==> src/rtl/sdram_arb_pkg.sv <==
// rtl/sdram_arb_pkg.sv - shared types and sizes for the SDRAM port arbiter
package sdram_arb_pkg;

   localparam int MAX_PORTS  = 8;
   localparam int PORT_IDX_W = $clog2(MAX_PORTS);

   typedef enum logic [1:0] {
      IDLE = 2'd0,
      BUSY = 2'd1,
      ACK  = 2'd2
   } arb_state_t;

endpackage

==> src/rtl/sdram_arb_rr_pick.sv <==
// rtl/sdram_arb_rr_pick.sv - round-robin pick over ports 1..NUM_PORTS-1
// Bit 0 (fixed-priority port) is never picked here.
module sdram_arb_rr_pick
   import sdram_arb_pkg::*;
#(
   parameter int NUM_PORTS = 3
) (
   input  logic [NUM_PORTS-1:0]  req,
   input  logic [PORT_IDX_W-1:0] last,
   output logic [NUM_PORTS-1:0]  grant,
   output logic                  valid
);

   logic unused_req0;
   assign unused_req0 = req[0];

   // Two passes: ports above the last grant first, then wrap to port 1.
   always_comb begin
      grant = '0;
      valid = 1'b0;
      for (int p = 1; p < NUM_PORTS; p++) begin
         if (!valid && req[p] && (p > int'(last))) begin
            grant[p] = 1'b1;
            valid    = 1'b1;
         end
      end
      for (int p = 1; p < NUM_PORTS; p++) begin
         if (!valid && req[p] && (p <= int'(last))) begin
            grant[p] = 1'b1;
            valid    = 1'b1;
         end
      end
   end

endmodule

==> src/rtl/sdram_arbiter.sv <==
// rtl/sdram_arbiter.sv - multi-port arbiter for the SDRAM controller request port
// SDRAM_ARB_STARVE_GUARD_EN enables the port-0 burst limit (MAX_BURST).
module sdram_arbiter
   import sdram_arb_pkg::*;
#(
   parameter int NUM_PORTS  = 3,
   parameter int ADDR_WIDTH = 24,
   parameter int DATA_WIDTH = 32,
   parameter int MAX_BURST  = 8
) (
   input  logic                              clk,
   input  logic                              reset_i,
   input  logic [NUM_PORTS-1:0]              req_i,
   input  logic [NUM_PORTS-1:0]              we_i,
   input  logic [NUM_PORTS*ADDR_WIDTH-1:0]   addr_i,
   input  logic [NUM_PORTS*DATA_WIDTH-1:0]   wdata_i,
   input  logic [NUM_PORTS*DATA_WIDTH/8-1:0] wmask_i,
   output logic [NUM_PORTS-1:0]              ack_o,
   output logic [DATA_WIDTH-1:0]             rdata_o,
   output logic                              ctrl_req_o,
   output logic                              ctrl_we_o,
   output logic [ADDR_WIDTH-1:0]             ctrl_addr_o,
   output logic [DATA_WIDTH-1:0]             ctrl_wdata_o,
   output logic [DATA_WIDTH/8-1:0]           ctrl_wmask_o,
   input  logic                              ctrl_ack_i,
   input  logic [DATA_WIDTH-1:0]             ctrl_rdata_i,
   output logic                              busy_o
);

   localparam int MW = DATA_WIDTH / 8;

   arb_state_t state, state_nxt;
   logic       load, done;

   logic [PORT_IDX_W-1:0] grant_idx, rr_last, win_idx;
   logic [NUM_PORTS-1:0]  rr_grant, win_oh;
   logic                  rr_valid, excl_p0, p0_win;

   logic                  sel_we;
   logic [ADDR_WIDTH-1:0] sel_addr;
   logic [DATA_WIDTH-1:0] sel_wdata;
   logic [MW-1:0]         sel_wmask;

   sdram_arb_rr_pick #(.NUM_PORTS(NUM_PORTS)) u_rr_pick (
      .req   (req_i),
      .last  (rr_last),
      .grant (rr_grant),
      .valid (rr_valid)
   );

`ifdef SDRAM_ARB_STARVE_GUARD_EN
   logic [3:0] starve_cnt;

   assign excl_p0 = (starve_cnt == 4'(MAX_BURST)) && rr_valid;

   always_ff @(posedge clk or posedge reset_i) begin
      if (reset_i) begin
         starve_cnt <= 4'd0;
      end else if (load) begin
         if (!p0_win || !rr_valid)
            starve_cnt <= 4'd0;
         else if (starve_cnt != 4'hF)
            starve_cnt <= starve_cnt + 4'd1;
      end
   end
`else
   logic unused_cfg;
   assign unused_cfg = (MAX_BURST != 0);
   assign excl_p0    = 1'b0;
`endif

   assign p0_win = req_i[0] && !excl_p0;
   assign win_oh = p0_win ? NUM_PORTS'(1) : rr_grant;
   assign busy_o = (state != IDLE);

   always_comb begin
      sel_we    = 1'b0;
      sel_addr  = '0;
      sel_wdata = '0;
      sel_wmask = '0;
      win_idx   = '0;
      for (int p = 0; p < NUM_PORTS; p++) begin
         if (win_oh[p]) begin
            sel_we    = we_i[p];
            sel_addr  = addr_i[p*ADDR_WIDTH +: ADDR_WIDTH];
            sel_wdata = wdata_i[p*DATA_WIDTH +: DATA_WIDTH];
            sel_wmask = wmask_i[p*MW +: MW];
            win_idx   = PORT_IDX_W'(p);
         end
      end
   end

   always_comb begin
      state_nxt = state;
      load      = 1'b0;
      done      = 1'b0;
      case (state)
         IDLE: if (|req_i) begin
            load      = 1'b1;
            state_nxt = BUSY;
         end
         BUSY: if (ctrl_ack_i) begin
            done      = 1'b1;
            state_nxt = ACK;
         end
         ACK:     state_nxt = IDLE;
         default: state_nxt = IDLE;
      endcase
   end

   always_ff @(posedge clk or posedge reset_i) begin
      if (reset_i) state <= IDLE;
      else         state <= state_nxt;
   end

   always_ff @(posedge clk or posedge reset_i) begin
      if (reset_i) begin
         ctrl_req_o   <= 1'b0;
         ctrl_we_o    <= 1'b0;
         ctrl_addr_o  <= '0;
         ctrl_wdata_o <= '0;
         ctrl_wmask_o <= '0;
         ack_o        <= '0;
         rdata_o      <= '0;
         grant_idx    <= '0;
         rr_last      <= PORT_IDX_W'(NUM_PORTS - 1);
      end else begin
         ack_o <= '0;
         if (load) begin
            ctrl_req_o   <= 1'b1;
            ctrl_we_o    <= sel_we;
            ctrl_addr_o  <= sel_addr;
            ctrl_wdata_o <= sel_wdata;
            ctrl_wmask_o <= sel_wmask;
            grant_idx    <= win_idx;
            // Only low-priority grants advance the round-robin pointer.
            if (win_idx != '0) rr_last <= win_idx;
         end
         if (done) begin
            ctrl_req_o <= 1'b0;
            rdata_o    <= ctrl_rdata_i;
            ack_o      <= NUM_PORTS'(1) << grant_idx;
         end
      end
   end

endmodule

==> config.mk <==
export PLATFORM = sky130hd
export DESIGN_NAME = sdram_arbiter
export DESIGN_NICKNAME = d
export VERILOG_FILES = /design/src/rtl/sdram_arb_pkg.sv /design/src/rtl/sdram_arb_rr_pick.sv /design/src/rtl/sdram_arbiter.sv
export SDC_FILE = /design/constraint.sdc
export NUM_CORES = 1
export LEC_CHECK = 0
export CORE_AREA = 2 2 123 125
export DETAILED_ROUTE_END_ITERATION = 8
export DIE_AREA = 0 0 125 127
export GPL_ROUTABILITY_DRIVEN = 1
export PLACE_DENSITY = 0.85
export SLEW_MARGIN = 30
export SYNTH_ARGS = -nofsm -noshare
export SYNTH_HDL_FRONTEND = slang
export SYNTH_SLANG_ARGS = --single-unit
==> constraint.sdc <==
create_clock -name clk -period 5.4 [get_ports clk]
set_input_delay 0.81 -clock clk [delete_from_list [all_inputs] [get_ports clk]]
set_output_delay 0.81 -clock clk [all_outputs]
set_load 0.01 [all_outputs]
==> results by group, run 1 <==
Status
  • Status: finished clean

Setup path
  • Buf/Inv on CP: 2
  • Most used cell, CP: buf_4
  • Arr. time, crit path: 3.03 ns
  • Critical Path, Cell by Cell: nor2_4 -> buf_4 -> and2_2 -> buf_4 -> a41oi_1
  • Crit Path Max Fanout: 44
  • Worst reg2reg startpoint: state[1]
  • Worst setup SP type: register
  • Crit end category: register
  • Largest stage delay, worst path: 0.57 ns
  • FF-to-FF path depth: 5
  • R2r endpoint: ctrl_wdata_o[23]
  • CP Class: register to register
  • CP top delay family: simple AND/OR/NAND/NOR gates
  • Crit-path slowest cell: and2_2
  • WP data required: 5.60 ns
  • Worst reg-to-reg setup slack: 2.57 ns

Clock tree
  • # Post-CTS Setup Buffers: 0
  • CTS root buf: clkbuf_16
  • CTS Hold Buffers Added: 0
  • H-tree depth: 3
  • Post-CTS sizing: 0
  • Clock-pin transition on the worst setup and hold timing paths: 0.08 ns
  • CTS Sinks: roughly 100
  • Clk Latency, worst-skew pair: about 0.35 ns
  • CTS tree: yes
  • TritonCTS buffer count: 9
  • Clock buffer depth: 2

GRT
  • Initial antenna violation count: 0
  • GR Overflow Total: 0
  • Largest net degree at the start of global routing: between 100 and 150
  • First-pass GRT wire length: 34.2 mm
  • Vias in the first global route: 6307
  • GRT Overall Usage: 26.7%

Floorplan
  • # rows: 44
  • Core Footprint: 0.0144 mm²
  • Width of the die: 125 µm
  • Initial Util: 39.0%
  • Top-level I/O count: 319
  • Die height: approximately 130 µm
  • Die area: 0.0159 mm²

Synthesis
  • Syn Nets: 764
  • Commonest cells post-synth: dfrtp_1, clkbuf_1, nand4_1
  • Most common cell in the netlist: dfrtp_1
  • Ranking of synthesized cells by area: dfrtp_1, o2111ai_1, a41oi_2
  • Synth Instances: 543
  • Post-synthesis cell type count: 31
  • Sequential share of the synthesized area: 45.9%
  • Synth Flop Type: dfrtp_1
  • Yosys warning total: 0
  • Synth top area share: 45.4%
  • Asr flop ratio synth: 100%
  • Post-synth EDFFs: 0
  • Syn Std Cell Area: 0.00562 mm²
  • FF+latch count, synth: 103
  • Syn Area/Cell: 10.4 µm²
  • Cell accounting for the most synthesized area: dfrtp_1

Cells and area
  • Number of inserted diodes: 0
  • Area grow syn2layout: 62.0%
  • Layout Nets: 1027
  • Non-Filler Instances: 995
  • Post-route cell area: 0.00911 mm²
  • Layout cells sized above 1: around 12%

Route
  • Vias: between 6000 and 7000
  • Top layer in use: met4
  • Vias per cell: 6.17
  • Pre-antenna DRT Iters: 5
  • M1 WL: about 8.3 mm
  • Routed wire length per instance: around 22 µm
  • Met3 Wirelength: 2.06 mm
  • DRT antenna net count: 0
  • Met2 wire length: 10.6 mm
  • Remaining DRCs: 0
  • Post-Route WL: 21.8 mm
  • DR iter-0 viols: 468

Placement
  • Post-DP HPWL: between 10 and 15 mm
  • DP Area: 0.00880 mm²
  • Placed Cells: roughly 980
  • Buffers on Ports: 318
  • GP Congestion: around 0.85

Hold path
  • Endpoint, Worst Hold: ack_o[0]
  • WHS Path Cells: 1
  • Hold Startpoint: grant_idx[0]
  • HP Class: register to register

Flow run
  • MaxCap Viol Count: 0

STA
  • Crit path time final: about 2.8 ns
  • Clock skew: about 0.011 ns
  • Fmax: 0.354 GHz
  • Final Slew Violations: 0
  • Final worst-path cycle share: 52.4%
  • Worst-Margin Slew: ~0.90 ns
  • Final Hold Viols: 0
  • RSZ-0062 raised after global routing: no
  • Final setup viols: 0
  • TNS Setup: 0 ns
  • Worst rel slew slack: 40.1%

Pwr
  • Power per cell area: 478 mW/mm²
  • Leak pwr: 3.28 nW
  • Max VDD drop: 302 µV
## cell type report
cell class / instances / area [µm²]
flip-flops and latches: 103 / 2580
multi-input cells: 355 / 2700
well taps: 184 / 230
clock buffers: 9 / 225
fillers: 1138 / 5320
repair buffers: 330 / 3260
clock inverters: 7 / 77.6
inverters: 7 / 38.8
## placed cells by master, fill, tap and decap left out, drive strengths merged
cell / synthesis / final
clkinvlp: 0 / 1
o21ai: 1 / 1
a22oi: 1 / 1
clkinv: 0 / 1
nand2: 61 / 61
nor3b: 1 / 1
nand4: 62 / 62
a21o: 1 / 1
clkdlybuf4s50: 0 / 315
clkbuf: 68 / 9
mux2: 33 / 33
o2111ai: 61 / 61
buf: 10 / 15
dfstp: 1 / 1
o211a: 1 / 1
inv: 7 / 12
or3: 1 / 1
dfrtp: 102 / 102
nor3: 2 / 2
and3: 1 / 1
and2: 1 / 1
a22o: 1 / 1
nor2b: 1 / 1
nor2: 1 / 1
a21oi: 61 / 61
a41oi: 61 / 61
nand3b: 2 / 2
or2: 1 / 1
## registers in the layout, summed over array words and instances, names as in the netlist
signal	flops
ctrl_wmask_o	4
ctrl_req_o	1
ctrl_addr_o	24
ack_o	3
ctrl_wdata_o	32
ctrl_we_o	1
state	2
rr_last	2
rdata_o	32
grant_idx	2
## worst max-delay path by stage
stage,startpoint,depth (start not counted),endpoint,slack (ns)
finish,state[1],5,ctrl_wdata_o[23],2.57
floorplan,reset_i,1,ack_o[0],1.89
detailed placement,req_i[1],5,ctrl_wdata_o[23],2.54
global placement,req_i[1],5,ctrl_wdata_o[31],2.55
global route,state[1],5,ctrl_wdata_o[31],2.35
CTS,state[1],5,ctrl_wdata_o[23],2.60
## through the flow
stage / worst slack, ns / total power, mW / hold WS [ns] / utilization [%]
6_report: 2.57 / 4.36 / 0.444 / 63.2
5_1_grt: 2.35 / 4.60 / 0.475 / 63.2
4_1_cts: 2.60 / 4.37 / 0.443 / 63.1
3_5_place_dp: 2.54 / 3.68 / 0.432 / 61.0
3_3_place_gp: 2.55 / 3.63 / 0.422 / 61.0
2_1_floorplan: 1.89 / 2.50 / 0.412 / -
## power by group
group          internal, mW  switching, mW  total, mW  leakage, nW
Sequential             1.17          0.234       1.40         1.19
Combinational          1.20           1.08       2.28         1.95
Clock                 0.332          0.344      0.676        0.147
Total                  2.70           1.66       4.36         3.28
## metal layers
layer | global-route usage [%] | up-vias
li1 | - | 2691
met1 | 33.2 | 2972
met2 | 44.0 | 417
met3 | 6.66 | 57
met4 | 12.4 | 0
met5 | 0 | -
## worst reg2reg max path: cells and delay by family, from the launching register on
kind | cells | cell delay, ns
and+or+nand+nor | 2 | 1.06
buffers and inverters | 2 | 0.99
DFF | 1 | 0.43
AOI/OAI and AO/OA | 1 | 0.19
## kinds of logic (layout without fill, tap and decap cells)
kind of cell	Yosys count	in the layout	share of synthesized area (%)
AO/OA/AOI/OAI	188	188	28.9
buffers and inverters	85	353	6.41
flip-flops	103	103	45.9
multiplexers	33	33	6.68
AND/OR/NAND/NOR	134	134	12.2
Power figures use the tool's default switching activity.
==> inputs of run 2 (changes only) <==
--- a/config.mk
+++ b/config.mk
@@ -5,11 +5,10 @@
 export SDC_FILE = /design/constraint.sdc
 export NUM_CORES = 1
 export LEC_CHECK = 0
-export CORE_AREA = 2 2 123 125
+export CORE_UTILIZATION = 35
 export DETAILED_ROUTE_END_ITERATION = 8
-export DIE_AREA = 0 0 125 127
 export GPL_ROUTABILITY_DRIVEN = 1
-export PLACE_DENSITY = 0.85
+export PLACE_DENSITY = 0.81
 export SLEW_MARGIN = 30
 export SYNTH_ARGS = -nofsm -noshare
 export SYNTH_HDL_FRONTEND = slang
==> constraint.sdc (replaced) <==
create_clock -name clk -period 2.39 [get_ports clk]
set_input_delay 0.3585 -clock clk [delete_from_list [all_inputs] [get_ports clk]]
set_output_delay 0.3585 -clock clk [all_outputs]
set_load 0.01 [all_outputs]
==> run 2 against run 1 <==
  * Total power grew 130%
  * Largest cell class unchanged
  * Non-clock buffer count grew 9
  * Sequential power grew 130%
  * Register-to-register slack lost 2.1 ns
  * Die area grew 4.4%
  * Flip-flop and latch count is the same
  * Worst setup slack lost 2.1 ns
  * Global-route usage shrank 0.36 points
  * Via count is essentially flat
  * Critical path type unchanged
  * Combinational power grew 130%
  * Critical endpoint is now ctrl_wdata_o[7]
==> results by group, run 2 (synthesis results as in run 1) <==
STA
  • Final setup viols: 0 (unchanged)
  • Clock skew: 0.00688 ns (-0.00372 ns)
  • Worst-Margin Slew: 0.806 ns (-0.0929 ns)
  • Final worst-path cycle share: 80.0% (+28 points)
  • Crit path time final: 1.91 ns (-0.915 ns)
  • TNS Setup: 0 ns (unchanged)
  • Fmax: 0.523 GHz (+48%)
  • Worst rel slew slack: 46.3% (+6.2 points)
  • Hold_ws: 0.393 ns (-0.0509 ns)
  • Final Worst Setup Slack: 0.477 ns (-2.09 ns)
  • RSZ-0062 raised after global routing: no
  • Final Slew Violations: 0 (unchanged)
  • Final Hold Viols: 0 (unchanged)

Cells and area
  • Most frequent cells in the layout: clkdlybuf4s50_1, dfrtp_1, nand4_1
  • Final Util: 60.3% (-2.9 points)
  • Layout Nets: 1036 (+0.88%)
  • Layout cells sized above 1: 13.3% (+0.96 points)
  • Largest registers: ctrl_wdata_o x32, rdata_o x32, ctrl_addr_o x24
  • Area grow syn2layout: 65.4%
  • Non-Filler Instances: 1031 (+3.6%)
  • Area of the multi-input gates: 0.00270 mm² (unchanged)
  • Number of inserted diodes: 0 (unchanged)
  • Leading cell type in the layout, fill and taps excluded: clkdlybuf4s50_1
  • FF/Latch Area: 0.00258 mm² (unchanged)
  • Fillers: 1293 (+14%)
  • Post-route cell area: 0.00930 mm² (+2.1%)

GRT
  • Vias in the first global route: 6139 (-2.7%)
  • GR Overflow Total: 0 (unchanged)
  • GRT Overall Usage: 26.3% (-0.36 points)
  • Largest net degree at the start of global routing: 64 (-49%)
  • Initial antenna violation count: 0 (unchanged)
  • First-pass GRT wire length: 33.7 mm (-1.5%)

Route
  • Vias per cell: 5.95 (-3.6%)
  • Post-Route WL: 21.9 mm (+0.44%)
  • DRT antenna net count: 0 (unchanged)
  • Pre-antenna DRT Iters: 5 (unchanged)
  • Vias: 6132 (-0.081%)
  • Remaining DRCs: 0 (unchanged)
  • DR iter-0 viols: 400 (-15%)
  • Routed wire length per instance: 21.2 µm (-3.1%)

Clock tree
  • TritonCTS buffer count: 9 (unchanged)
  • Clock buffer depth: 2 (unchanged)
  • # Post-CTS Setup Buffers: 0 (unchanged)
  • CTS Sinks: 103 (unchanged)
  • Clock-pin transition on the worst setup and hold timing paths: 0.08 ns (about the same)
  • Post-CTS sizing: 0 (unchanged)
  • CTS root buf: clkbuf_16
  • CTS Hold Buffers Added: 0 (unchanged)
  • CTS tree: yes
  • Clk Latency, worst-skew pair: 0.35 ns (about the same)
  • H-tree depth: 3 (unchanged)

Placement
  • Post-DP HPWL: 14.9 mm (+2.1%)
  • GP Congestion: 0.862 (+0.95%)
  • Placement Setup Slack: 0.366 ns (-2.17 ns)
  • Placed Cells: 1015 (+3.7%)
  • Buffers on Ports: 318 (unchanged)
  • DP Area: 0.00899 mm² (+2.1%)

Pwr
  • Max VDD drop: 555 µV (+84%)
  • Leak pwr: 3.37 nW (+2.4%)
  • Power per cell area: 1080 mW/mm² (+130%)
  • Total Power: 10.0 mW (+130%)

Floorplan
  • Die area: 0.0166 mm² (+4.4%)
  • Width of the die: 129 µm (+3.0%)
  • Top-level I/O count: 319 (unchanged)
  • Initial Util: 36.4% (-2.5 points)
  • # rows: 45 (+2.3%)
  • Core Footprint: 0.0154 mm² (+7.0%)
  • Die height: 129 µm (+1.4%)

Setup path
  • Worst setup SP type: register
  • Crit end category: register
  • Critical Path, Cell by Cell: nor2_4 -> and2_2 -> buf_12 -> a41oi_2
  • Crit-path slowest cell: and2_2
  • WP data required: 2.60 ns (-3.00 ns)
  • Buf/Inv on CP: 1 (-1)
  • Arr. time, crit path: 2.13 ns (-0.90 ns)
  • CP top delay family: simple AND/OR/NAND/NOR gates
  • Largest stage delay, worst path: 0.71 ns (+0.14 ns)
  • Crit Path Max Fanout: 35 (-20%)
  • CP Class: register to register

Status
  • Status: finished clean

Flow run
  • MaxCap Viol Count: 0 (unchanged)

Hold path
  • HP Class: input port to asynchronous set/reset pin
==> run 2: report_power, final <==
group / switching, mW / internal [mW]
sequential: 0.519 / 2.64
combinational: 2.46 / 2.83
clock: 0.734 / 0.840
==> run 2: metal layers <==
layer / track usage, % / wire (µm) / up-vias
met5: 0 / 0 / -
met2: 42.1 / 10500 / 394
met4: 13.0 / 880 / 0
met3: 5.61 / 1900 / 69
met1: 33.8 / 8640 / 2953
li1: - / - / 2716
==> run 2: final timing paths <==
path / startpoint / cells after the start / slack, ns / end
setup / recovery: state[1] / 4 / 0.48 / ctrl_wdata_o[7]
hold / removal: reset_i / 2 / 0.39 / rdata_o[12]
setup reg to reg: state[1] / 4 / 0.48 / ctrl_wdata_o[7]
hold reg to reg: grant_idx[0] / 1 / 0.43 / ack_o[0]
max in group asynchronous: reset_i / 3 / 1.39 / ctrl_wdata_o[9]
min in group clk: grant_idx[0] / 1 / 0.43 / ack_o[0]
==> run 2: area by class of cell <==
type,instances,share of cell area [%]
clock buffers,9,2.42
repair buffers,339,36.7
clock inverters,7,0.928
multi-input cells,355,29.0
well taps,211,2.84
inverters,7,0.350
flip-flops and latches,103,27.7
==> run 2: worst register-to-register path: stages (launching register included) <==
cell	delay, ns
dfrtp_1	0.42
nor2_4	0.20
and2_2	0.71
buf_12	0.30
a41oi_2	0.15
==> inputs of run 3 (changes only) <==
--- a/config.mk
+++ b/config.mk
@@ -5,10 +5,11 @@
 export SDC_FILE = /design/constraint.sdc
 export NUM_CORES = 1
 export LEC_CHECK = 0
-export CORE_UTILIZATION = 35
+export CORE_AREA = 2 2 124 126
 export DETAILED_ROUTE_END_ITERATION = 8
+export DIE_AREA = 0 0 126 128
 export GPL_ROUTABILITY_DRIVEN = 1
-export PLACE_DENSITY = 0.81
+export PLACE_DENSITY = 0.84
 export SLEW_MARGIN = 30
 export SYNTH_ARGS = -nofsm -noshare
 export SYNTH_HDL_FRONTEND = slang
==> constraint.sdc (replaced) <==
create_clock -name clk -period 1.9 [get_ports clk]
set_input_delay 0.285 -clock clk [delete_from_list [all_inputs] [get_ports clk]]
set_output_delay 0.285 -clock clk [all_outputs]
set_load 0.01 [all_outputs]
==> run 3 against run 2 <==
  * Sequential power rose by 26%
  * Clock power rose by 29%
  * Non-clock buffer count rose by 4
  * Cell area rose by 0.65%
  * Sequential share of layout area fell by 0.18 points
  * Core utilization rose by 2.7 points
  * Clock skew rose by 0.00084 ns
  * Critical endpoint is now busy_o
==> results by group, run 3 (synthesis results as in run 1) <==
Status
  • Status: finished clean

Placement
  • Buffers on Ports: 318 (unchanged)
  • Post-DP HPWL: 15.0 mm (+1.0%)
  • GP Congestion: 0.835 (-3.1%)
  • DP Area: 0.00904 mm² (+0.57%)

Clock tree
  • CTS tree: yes
  • CTS Hold Buffers Added: 0 (unchanged)
  • Post-CTS sizing: 0 (unchanged)
  • # Post-CTS Setup Buffers: 0 (unchanged)
  • CTS root buf: clkbuf_16
  • Clock buffer depth: 2 (unchanged)
  • Clk Latency, worst-skew pair: 0.35 ns (about the same)
  • Clock-pin transition on the worst setup and hold timing paths: 0.08 ns (about the same)
  • CTS Sinks: 103 (unchanged)
  • H-tree depth: 3 (unchanged)
  • TritonCTS buffer count: 9 (unchanged)

Floorplan
  • Die height: 128 µm (-0.57%)
  • Initial Util: 37.8% (+1.4 points)
  • Width of the die: 126 µm (-2.1%)
  • Die area: 0.0161 mm² (-2.7%)
  • Core Footprint: 0.0149 mm² (-3.6%)
  • Top-level I/O count: 319 (unchanged)
  • # rows: 45 (unchanged)

STA
  • Worst rel slew slack: 51.3% (+5.0 points)
  • TNS Setup: 0 ns (unchanged)
  • Crit path time final: 1.80 ns
  • Final Hold Viols: 0 (unchanged)
  • Worst-Margin Slew: 0.731 ns (-0.0750 ns)
  • Final setup viols: 0 (unchanged)
  • Final Slew Violations: 0 (unchanged)
  • Clock skew: 0.00771 ns (+0.000837 ns)
  • Hold_ws: 0.262 ns (-0.131 ns)
  • Final worst-path cycle share: between 90% and 100%
  • RSZ-0062 raised after global routing: no
  • Fmax: 0.557 GHz

GRT
  • Busiest metal layer after global routing: met2
  • GRT Overall Usage: 26.6% (+0.28 points)
  • First-pass GRT wire length: 34.2 mm (+1.6%)
  • GR Util met3: 6.55% (+0.94 points)
  • Met2 GRT Util: 42.9% (+0.75 points)
  • Vias in the first global route: 6400 (+4.3%)
  • GR Overflow Total: 0 (unchanged)
  • Grt met1 use: 33.8% (about the same)
  • Initial antenna violation count: 0 (unchanged)
  • Largest net degree at the start of global routing: 62 (-3.1%)

Pwr
  • Power per cell area: 1360 mW/mm² (+26%)
  • Max VDD drop: 851 µV (+53%)
  • Leak pwr: 3.41 nW (+1.2%)

Hold path
  • HP Class: input port to asynchronous set/reset pin

Cells and area
  • Layout cells sized above 1: 13.7% (+0.42 points)
  • Area grow syn2layout: 66.5%
  • Most frequent cells in the layout: clkdlybuf4s50_1, dfrtp_1, nand4_1
  • Post-route cell area: 0.00936 mm² (+0.65%)
  • Layout Nets: 1040 (+0.39%)
  • Number of inserted diodes: 0 (unchanged)
  • Leading cell type in the layout, fill and taps excluded: clkdlybuf4s50_1
  • Fillers: 1189 (-8.0%)
  • Largest registers: ctrl_wdata_o x32, rdata_o x32, ctrl_addr_o x24

Route
  • Vias: 6164 (+0.52%)
  • Vias per cell: 6.09 (+2.4%)
  • DRT antenna net count: 0 (unchanged)
  • Remaining DRCs: 0 (unchanged)
  • DR iter-0 viols: 471 (+18%)
  • Pre-antenna DRT Iters: 5 (unchanged)
  • Post-Route WL: 21.9 mm (+0.16%)
  • Routed wire length per instance: 21.7 µm (+2.0%)

Setup path
  • Crit Path Max Fanout: 4 (-89%)
  • Crit end category: output pin
  • CP Class: register to output pin
  • Arr. time, crit path: 1.51 ns (-0.62 ns)
  • WP data required: 1.62 ns (-0.98 ns)
  • Worst setup SP type: register

Flow run
  • MaxCap Viol Count: 0 (unchanged)
-- run 3: final timing paths --
path                       slack [ns]          endpoint         start  depth (start not counted)
hold reg to reg                  0.46          ack_o[0]  grant_idx[0]                          1
max in group asynchronous        1.04   ctrl_wdata_o[9]       reset_i                          3
min in group clk                 0.46          ack_o[0]  grant_idx[0]                          1
hold / removal                   0.26   ctrl_addr_o[20]       reset_i                          2
setup / recovery                 0.10            busy_o      state[1]                          3
setup reg to reg                 0.35  ctrl_wdata_o[31]    rr_last[1]                          4
-- run 3: critical path: stages, from the launching register on --
cell	delay, ns
dfrtp_1	0.42
nor2_4	0.18
inv_1	0.06
clkdlybuf4s50_1	0.50
-- run 3: through the flow --
stage          std cells  setup WS (ns)  power [mW]  utilization, %
6_report            1012          0.104        12.8            63.0
3_5_place_dp         996          0.141        10.7            60.8
5_1_grt             1012         0.0229        13.5            63.0
2_1_floorplan        543          0.204        7.10               -
4_1_cts             1012         0.0789        12.8            63.0
3_3_place_gp         996          0.182        10.6            60.8
-- run 3: final cells by class --
type | instances | area, µm² | area share [%]
clock buffers | 9 | 225 | 2.41
clock inverters | 7 | 95.1 | 1.02
inverters | 7 | 32.5 | 0.348
multi-input cells | 355 | 2700 | 28.8
flip-flops and latches | 103 | 2580 | 27.5
well taps | 188 | 235 | 2.51
repair buffers | 343 | 3490 | 37.3
-- run 3: power breakdown --
group	internal [mW]	total, mW	switching (mW)	leakage (nW)
Clock	1.07	2.03	0.963	0.158
Combinational	3.63	6.75	3.11	2.05
Sequential	3.32	3.97	0.658	1.19
Total	8.02	12.8	4.74	3.41
-- run 3: metal layers --
metal / wire length (µm) / part of all wire [%]
met5: 0 / 0
met4: 715 / 3.3
met3: 2140 / 9.8
met2: 10500 / 48
met1: 8590 / 39
